[config.mk]
export PLATFORM = sky130hd
export DESIGN_NAME = serial_adder
export DESIGN_NICKNAME = d
export VERILOG_FILES = /design/src/rtl/serial_adder_pkg.sv /design/src/rtl/serial_adder_digit_add.sv /design/src/rtl/serial_adder.sv
export SDC_FILE = /design/constraint.sdc
export NUM_CORES = 1
export LEC_CHECK = 0
export CORE_MARGIN = 2
export CORE_UTILIZATION = 23
export CTS_BUF_LIST = sky130_fd_sc_hd__clkbuf_4 sky130_fd_sc_hd__clkbuf_8
export CTS_CLUSTER_SIZE = 14
export DETAILED_ROUTE_END_ITERATION = 16
export DONT_BUFFER_PORTS = 1
export PLACE_DENSITY = 0.47
export SLEW_MARGIN = 20
export SYNTH_ARGS = -nofsm -noshare
export SYNTH_HDL_FRONTEND = slang
export SYNTH_SLANG_ARGS = --single-unit
[constraint.sdc]
create_clock -name clk -period 1.5 [get_ports clk]
set_clock_uncertainty 0.05 [all_clocks]
set_input_delay 0.075 -clock clk [delete_from_list [all_inputs] [get_ports clk]]
set_output_delay 0.075 -clock clk [all_outputs]
set_load 0.1 [all_outputs]
[src/rtl/serial_adder_pkg.sv]
// Shared types and elaboration helpers for the digit-serial adder.
// Optional subtract mode is enabled with the SERIAL_ADDER_SUB_EN macro.
package serial_adder_pkg;

  typedef enum logic [1:0] {
    IDLE = 2'd0,
    RUN  = 2'd1,
    DONE = 2'd2
  } state_t;

  // Digit counter width: clog2(n), but never narrower than one bit.
  function automatic int cnt_width(input int n);
    int w;
    w = 0;
    for (int i = 0; i < 31; i++) begin
      if ((1 << i) < n) w = i + 1;
    end
    return (w < 1) ? 1 : w;
  endfunction

  function automatic bit params_ok(input int width, input int digit);
    return (width >= 1) && (digit >= 1) && ((width % digit) == 0);
  endfunction

endpackage

[src/rtl/serial_adder_digit_add.sv]
// Combinational DIGIT-bit ripple-carry slice built from full-adder cells.
// Used by serial_adder (optional subtract: SERIAL_ADDER_SUB_EN).
module digit_add #(
  parameter int DIGIT = 1
) (
  input  logic [DIGIT-1:0] a,
  input  logic [DIGIT-1:0] b,
  input  logic             cin,
  output logic [DIGIT-1:0] s,
  output logic             cout
);

  logic [DIGIT:0] c;

  assign c[0] = cin;

  for (genvar gi = 0; gi < DIGIT; gi++) begin : g_cell
    assign s[gi]   = a[gi] ^ b[gi] ^ c[gi];
    assign c[gi+1] = (a[gi] & b[gi]) | (a[gi] & c[gi]) | (b[gi] & c[gi]);
  end

  assign cout = c[DIGIT];

endmodule

[src/rtl/serial_adder.sv]
// Multi-cycle adder reusing one DIGIT-bit slice for WIDTH/DIGIT cycles.
// Define SERIAL_ADDER_SUB_EN to add the 'sub' port (a - b as a + ~b + 1).
module serial_adder
  import serial_adder_pkg::*;
#(
  parameter int WIDTH = 8,
  parameter int DIGIT = 1
) (
  input  logic             clk,
  input  logic             rst_n,
  input  logic             in_valid,
  output logic             in_ready,
  input  logic [WIDTH-1:0] a,
  input  logic [WIDTH-1:0] b,
  input  logic             cin,
`ifdef SERIAL_ADDER_SUB_EN
  input  logic             sub,
`endif
  output logic             out_valid,
  input  logic             out_ready,
  output logic [WIDTH-1:0] sum,
  output logic             cout,
  output logic             busy
);

  localparam int N  = (DIGIT > 0) ? (WIDTH / DIGIT) : 1;
  localparam int CW = cnt_width(N);
  localparam logic [CW-1:0] LAST = CW'(N - 1);

  if (!params_ok(WIDTH, DIGIT)) begin : g_param_err
    $error("serial_adder: WIDTH must be >= 1 and an exact multiple of DIGIT >= 1");
  end

  state_t           state;
  logic [WIDTH-1:0] a_reg;
  logic [WIDTH-1:0] b_reg;
  logic [WIDTH-1:0] sum_reg;
  logic             carry_reg;
  logic             cout_reg;
  logic [CW-1:0]    cnt_reg;

  logic [DIGIT-1:0]       digit_sum;
  logic                   digit_carry;
  logic [WIDTH+DIGIT-1:0] sum_cat;
  logic [WIDTH-1:0]       b_load;
  logic                   cin_load;

  // Subtraction is folded into the operand load so the datapath stays add-only.
`ifdef SERIAL_ADDER_SUB_EN
  assign b_load   = sub ? ~b : b;
  assign cin_load = sub ? 1'b1 : cin;
`else
  assign b_load   = b;
  assign cin_load = cin;
`endif

  digit_add #(.DIGIT(DIGIT)) u_digit (
    .a    (a_reg[DIGIT-1:0]),
    .b    (b_reg[DIGIT-1:0]),
    .cin  (carry_reg),
    .s    (digit_sum),
    .cout (digit_carry)
  );

  // New digit enters at the MSB end; after N shifts digit 0 sits at bit 0.
  assign sum_cat = {digit_sum, sum_reg};

  always_ff @(posedge clk or negedge rst_n) begin
    if (!rst_n) begin
      state     <= IDLE;
      a_reg     <= '0;
      b_reg     <= '0;
      sum_reg   <= '0;
      carry_reg <= 1'b0;
      cout_reg  <= 1'b0;
      cnt_reg   <= '0;
    end else begin
      case (state)
        IDLE: begin
          if (in_valid) begin
            a_reg     <= a;
            b_reg     <= b_load;
            carry_reg <= cin_load;
            cnt_reg   <= '0;
            state     <= RUN;
          end
        end
        RUN: begin
          sum_reg   <= sum_cat[WIDTH+DIGIT-1:DIGIT];
          a_reg     <= a_reg >> DIGIT;
          b_reg     <= b_reg >> DIGIT;
          carry_reg <= digit_carry;
          cnt_reg   <= cnt_reg + 1'b1;
          if (cnt_reg == LAST) begin
            cout_reg <= digit_carry;
            state    <= DONE;
          end
        end
        DONE: begin
          if (out_ready) state <= IDLE;
        end
        default: state <= IDLE;
      endcase
    end
  end

  assign in_ready  = (state == IDLE) && rst_n;
  assign out_valid = (state == DONE);
  assign busy      = (state == RUN) || (state == DONE);
  assign sum       = sum_reg;
  assign cout      = cout_reg;

endmodule

### Yosys cells after proc, flatten, opt, wreduce, memory -nomap -nowiden

Cells that the tools add are included.

* logic and storage cells: 40
* flip-flop bits (word level): 31
* output and inout port bits: 12
* input bits: 21

* add/subtract/negate cells: 1
* bitwise operators: 7
* muxes and demuxes: 12
* reduce and logical (&&, ||, !) cells: 7
* eq/ne operators: 6

Operator list (count)
* $pmux 8 s2: 2
* $mux 8: 2
* $mux 2: 3
* $pmux 2 s3: 1
* $pmux 3 s2: 1
* $ne 2x2->1 const B: 2
* $reduce_and 2->1: 2
* $add 3x1->3 const B: 1
* $and 1x1->1: 3
* $eq 3x3->1 const B: 1
* $mux 3: 1
* $reduce_and 3->1: 1
* $eq 2x1->1 const B: 1
* $eq 2x2->1 const B: 1
* $logic_not 2->1: 1
* $ne 2x1->1 const B: 1
* $or 1x1->1: 2
* $pmux 1 s2: 1
* $reduce_bool 2->1: 1
* $xor 1x1->1: 2
* $logic_and 1x1->1: 1
* $logic_or 1x1->1: 1
* $mux 1: 1

### Logic depth before layout (Yosys ltp)

* depth after elaboration: 4
* depth in mapped cells: 7
* depth with buffers taken out: 5

### Modules after synthesis

A second synthesis with hierarchy kept.

* cell total of the unflattened synthesis: 123
* area total of the unflattened synthesis: 1503.9 um2

By module, submodules not included
* serial_adder: cells an instance 122, times used 1, area an instance 1483.9 um2
* digit_add: cells an instance 1, times used 1, area an instance 20.0 um2

### Least setup slack after synthesis

Ideal clock, no wire load.

* path kind: register to register
* from: register state[0]
* to: register state[0]
* path slack: -0.567 ns
* stages on the path, launching flop included: 6
* arrival: 1.889 ns
* setup time: 0.128 ns
* cell sequence: dfrtp_1 > inv_1 > ha_1 > nor2b_1 > a211oi_2 > mux2_1

* cells in the longest elaborated chain, start to end: 3

Ends and longest elaborated chain
* start: declaration: line serial_adder.sv:34 `state_t state;`
* start signal: assignment: line serial_adder.sv:70 `state <= IDLE;`
* start signal: assignment: line serial_adder.sv:85 `state <= RUN;`
* start signal: assignment: line serial_adder.sv:96 `state <= DONE;`
* $eq 2x2->1 (*)
* named net out_valid: line serial_adder.sv:19 `output logic out_valid,`
* $ne 2x1->1 (no source line)
* $reduce_and 3->1 (no source line)

Mark *: on every way through the listed nets, which the timed path passes. The rest lies on a longest branch.
A chain may end at the register's enable or synchronous reset.

### Worst setup path after layout

* from: register state[1]
* to: output in_ready

* cells in the longest elaborated chain, start to end: 2

Ends and longest elaborated chain
* $logic_not 2->1: line serial_adder.sv:107 `assign in_ready = (state == IDLE) && rst_n;`
* $logic_and 1x1->1: line serial_adder.sv:107
* end: declaration: line serial_adder.sv:12 `output logic in_ready,`

Every way passes these cells.

==> impl_metrics.tcl <==
set metrics [dict create \
    status "complete, but fails checks" \
    violations "negative setup slack" \
    core_area_um2 6310 \
    cap_violations 0 \
    critical_path.endpoint_type "output port" \
    crit_family "buffers and inverters" \
    row_count 29 \
    stdcell_count 250 \
    drv_slew 0 \
    syn2layout_area_growth_pct 47.7 \
    rsz0062_at_grt "yes" \
    slowest_delay_ns 0.39 \
    wl_mm 3.15 \
    die_w_um 84.7 \
    placed_cells 215 \
    clock_latency_ns 0.28 \
    path_cells "inv_2 -> ha_4 -> buf_4 -> and2_4 -> buf_12" \
    criticalPathCategory "flip-flop to output port" \
    vias_per_cell 4.30 \
    synthDistinctLibCells 24 \
    grt_usage_pct 9.68 \
    dr_total_vias 1076 \
    die_h_um 84.7 \
    yosysWarnings 0 \
    syn-num-nets 152 \
    grt_pass1_wl_mm 5.47 \
    path_max_fanout 6 \
    final_layout_size_suffix_gt1_share_pct 32.6 \
    worst_slack_ns -0.00652 \
    period_needed_ns 1.51 \
    cts_tree "built" \
    synth_area_um2 1500 \
    ys_seq_area_share_pct 51.8 \
    max_clock_freq_ghz 0.664 \
    grt_start_max_net_pins 34 \
    grt_pass1_vias 1108 \
    ant_nets 0 \
    h-tree-depth 2 \
    hold_viol 0 \
    cp-start-kind "flip-flop" \
    drc 0 \
    synth_area_leaders "dfrtp_1 52%, mux2i_1 10%, mux2_2 6.0%" \
    worstPathRequired_ns 1.37 \
    first_pass_iters 2 \
    max_slew_margin_pct 81.3 \
    post-synth-top-area-fraction_pct 51.8 \
    gp_congestion 0.718 \
    grt_overflow_total 0 \
    crit_buf_inv 3 \
    initial_core_util_pct 23.7 \
    first_iter_violations 24 \
    port_buffers 0 \
    avgSynthCellArea_um2 12.0 \
    setup_violations 1 \
    dieArea_um2 7170 \
    clock-sinks 31 \
    nets 198 \
    path_clk_slew_ns 0.06 \
    fill_cells 650 \
    cp_slowest_cell "dfrtp_1" \
    hpwl_mm 2.12 \
    holdWs_ns 0.0682 \
    cp.arrival_ns 1.38 \
    numCtsBuffers 5 \
    yosys.area.top_type "dfrtp_1" \
    fin_crit_sh_pct 100 \
    ios 33 \
    cts_root_buf "clkbuf_8" \
    max_slew.worst_pin.slew_ns 0.283 \
    synth-seq-cells 31 \
    cts_buffer_depth 2 \
    wl_per_cell_um 12.6 \
    synth_cells 125 \
    hp-class "input pin to flip-flop" \
    antenna_found_initial 0 \
]
-- layer usage --
| metal | vias to the layer above | global-route usage, % | share of wire (%) |
|---|---|---|---|
| li1 | 530 | - | - |
| met1 | 513 | 12.3 | 44 |
| met2 | 29 | 15.7 | 48 |
| met3 | 4 | 2.36 | 6.3 |
| met4 | 0 | 3.90 | 1.3 |
| met5 | - | 0 | 0 |
-- synthesized netlist by cell type, drive strengths merged --
master and n:
nor2b 4, fa 1, a32o 2, nor3 1, o21ai 18, buf 7, mux2 10, nand2 20
dfrtp 31, a31oi 2, o32a 1, nand2b 1, clkbuf 1, and2 1, mux2i 16, ha 5
inv 3, a211oi 1
-- worst paths after layout --
kind                       startpoint  slack (ns)  cells after the start       end
setup reg to reg             state[0]        0.01                      6  state[0]
min in group asynchronous       rst_n        0.19                      2    sum[5]
max in group asynchronous       rst_n        1.04                      2  a_reg[7]
hold / removal               in_valid        0.07                      4  a_reg[7]
setup / recovery             state[1]      -0.007                      5  in_ready
hold reg to reg              b_reg[2]        0.43                      2  b_reg[2]
-- tightest hold or removal path, delay by kind of cell --
family / cells / cell delay [ns]
buf+inv: 1 / 0.14
simple gates: 2 / 0.07
compound gates: 1 / 0.06
-- placed cells by master, fill, tap and decap left out, types with 2 or more instances in the layout --
| cell type | count |
|---|---|
| buf_12 | 7 |
| mux2i_1 | 14 |
| o21ai_0 | 11 |
| dfrtp_1 | 31 |
| clkbuf_8 | 7 |
| a31oi_1 | 2 |
| nor2b_4 | 2 |
| ha_1 | 2 |
| ha_4 | 3 |
| a32o_1 | 2 |
| inv_2 | 2 |
| nor2b_1 | 2 |
| buf_6 | 3 |
| mux2_4 | 9 |
| nand2_1 | 20 |
| dlygate4sd3_1 | 19 |
| o21ai_1 | 7 |
| buf_4 | 18 |
-- metrics by stage --
step	setup WS, ns	TNS [ns]	instance area [um2]	util [%]
3_3_place_gp	-0.0118	-0.0118	1760	27.8
4_1_cts	-0.0386	-0.0668	2130	33.7
3_5_place_dp	-0.0965	-0.634	1760	27.8
2_1_floorplan	-0.105	-0.105	1510	-
5_1_grt	-0.0641	-0.527	2210	35.0
6_report	-0.00652	-0.00652	2210	35.0
-- kinds of logic (layout without fill, tap and decap cells) --
kind of cell | after synthesis | after routing | synth area share [%]
AND/OR/NAND/NOR | 27 | 27 | 8.35
buffers and inverters | 11 | 58 | 5.60
multiplexers | 26 | 26 | 19.0
adder cells (fa/ha/maj) | 6 | 6 | 5.51
AO/OA/AOI/OAI | 24 | 24 | 9.69
flip-flops | 31 | 31 | 51.8
other | 0 | 1 | 0
-- final cells by class --
cell class                      instances  area (um2)  area share [%]
Sequential cell                        31         776            35.1
Multi-Input combinational cell         83         723            32.7
Timing Repair Buffer                   47         499            22.6
Clock buffer                            7        96.3            4.36
Tap cell                               77        96.3            4.36
Inverter                                3        11.3           0.509
Clock inverter                          1        7.51           0.339
Antenna cell                            1        2.50           0.113
-- timing repair --
item / 4_1_cts / 5_1_grt
setup buffers: 3 / 3
resized for setup: 8 / 18
endpoints found under the setup margin: 23 / 21
pin swaps: 3 / 1
hold endpoints to repair: 48 / 0
hold buffers: 20 / 0
Power is left out: the tool's default activity adds up to more than one toggle a clock period on the data nets, which glitch-free logic cannot reach.
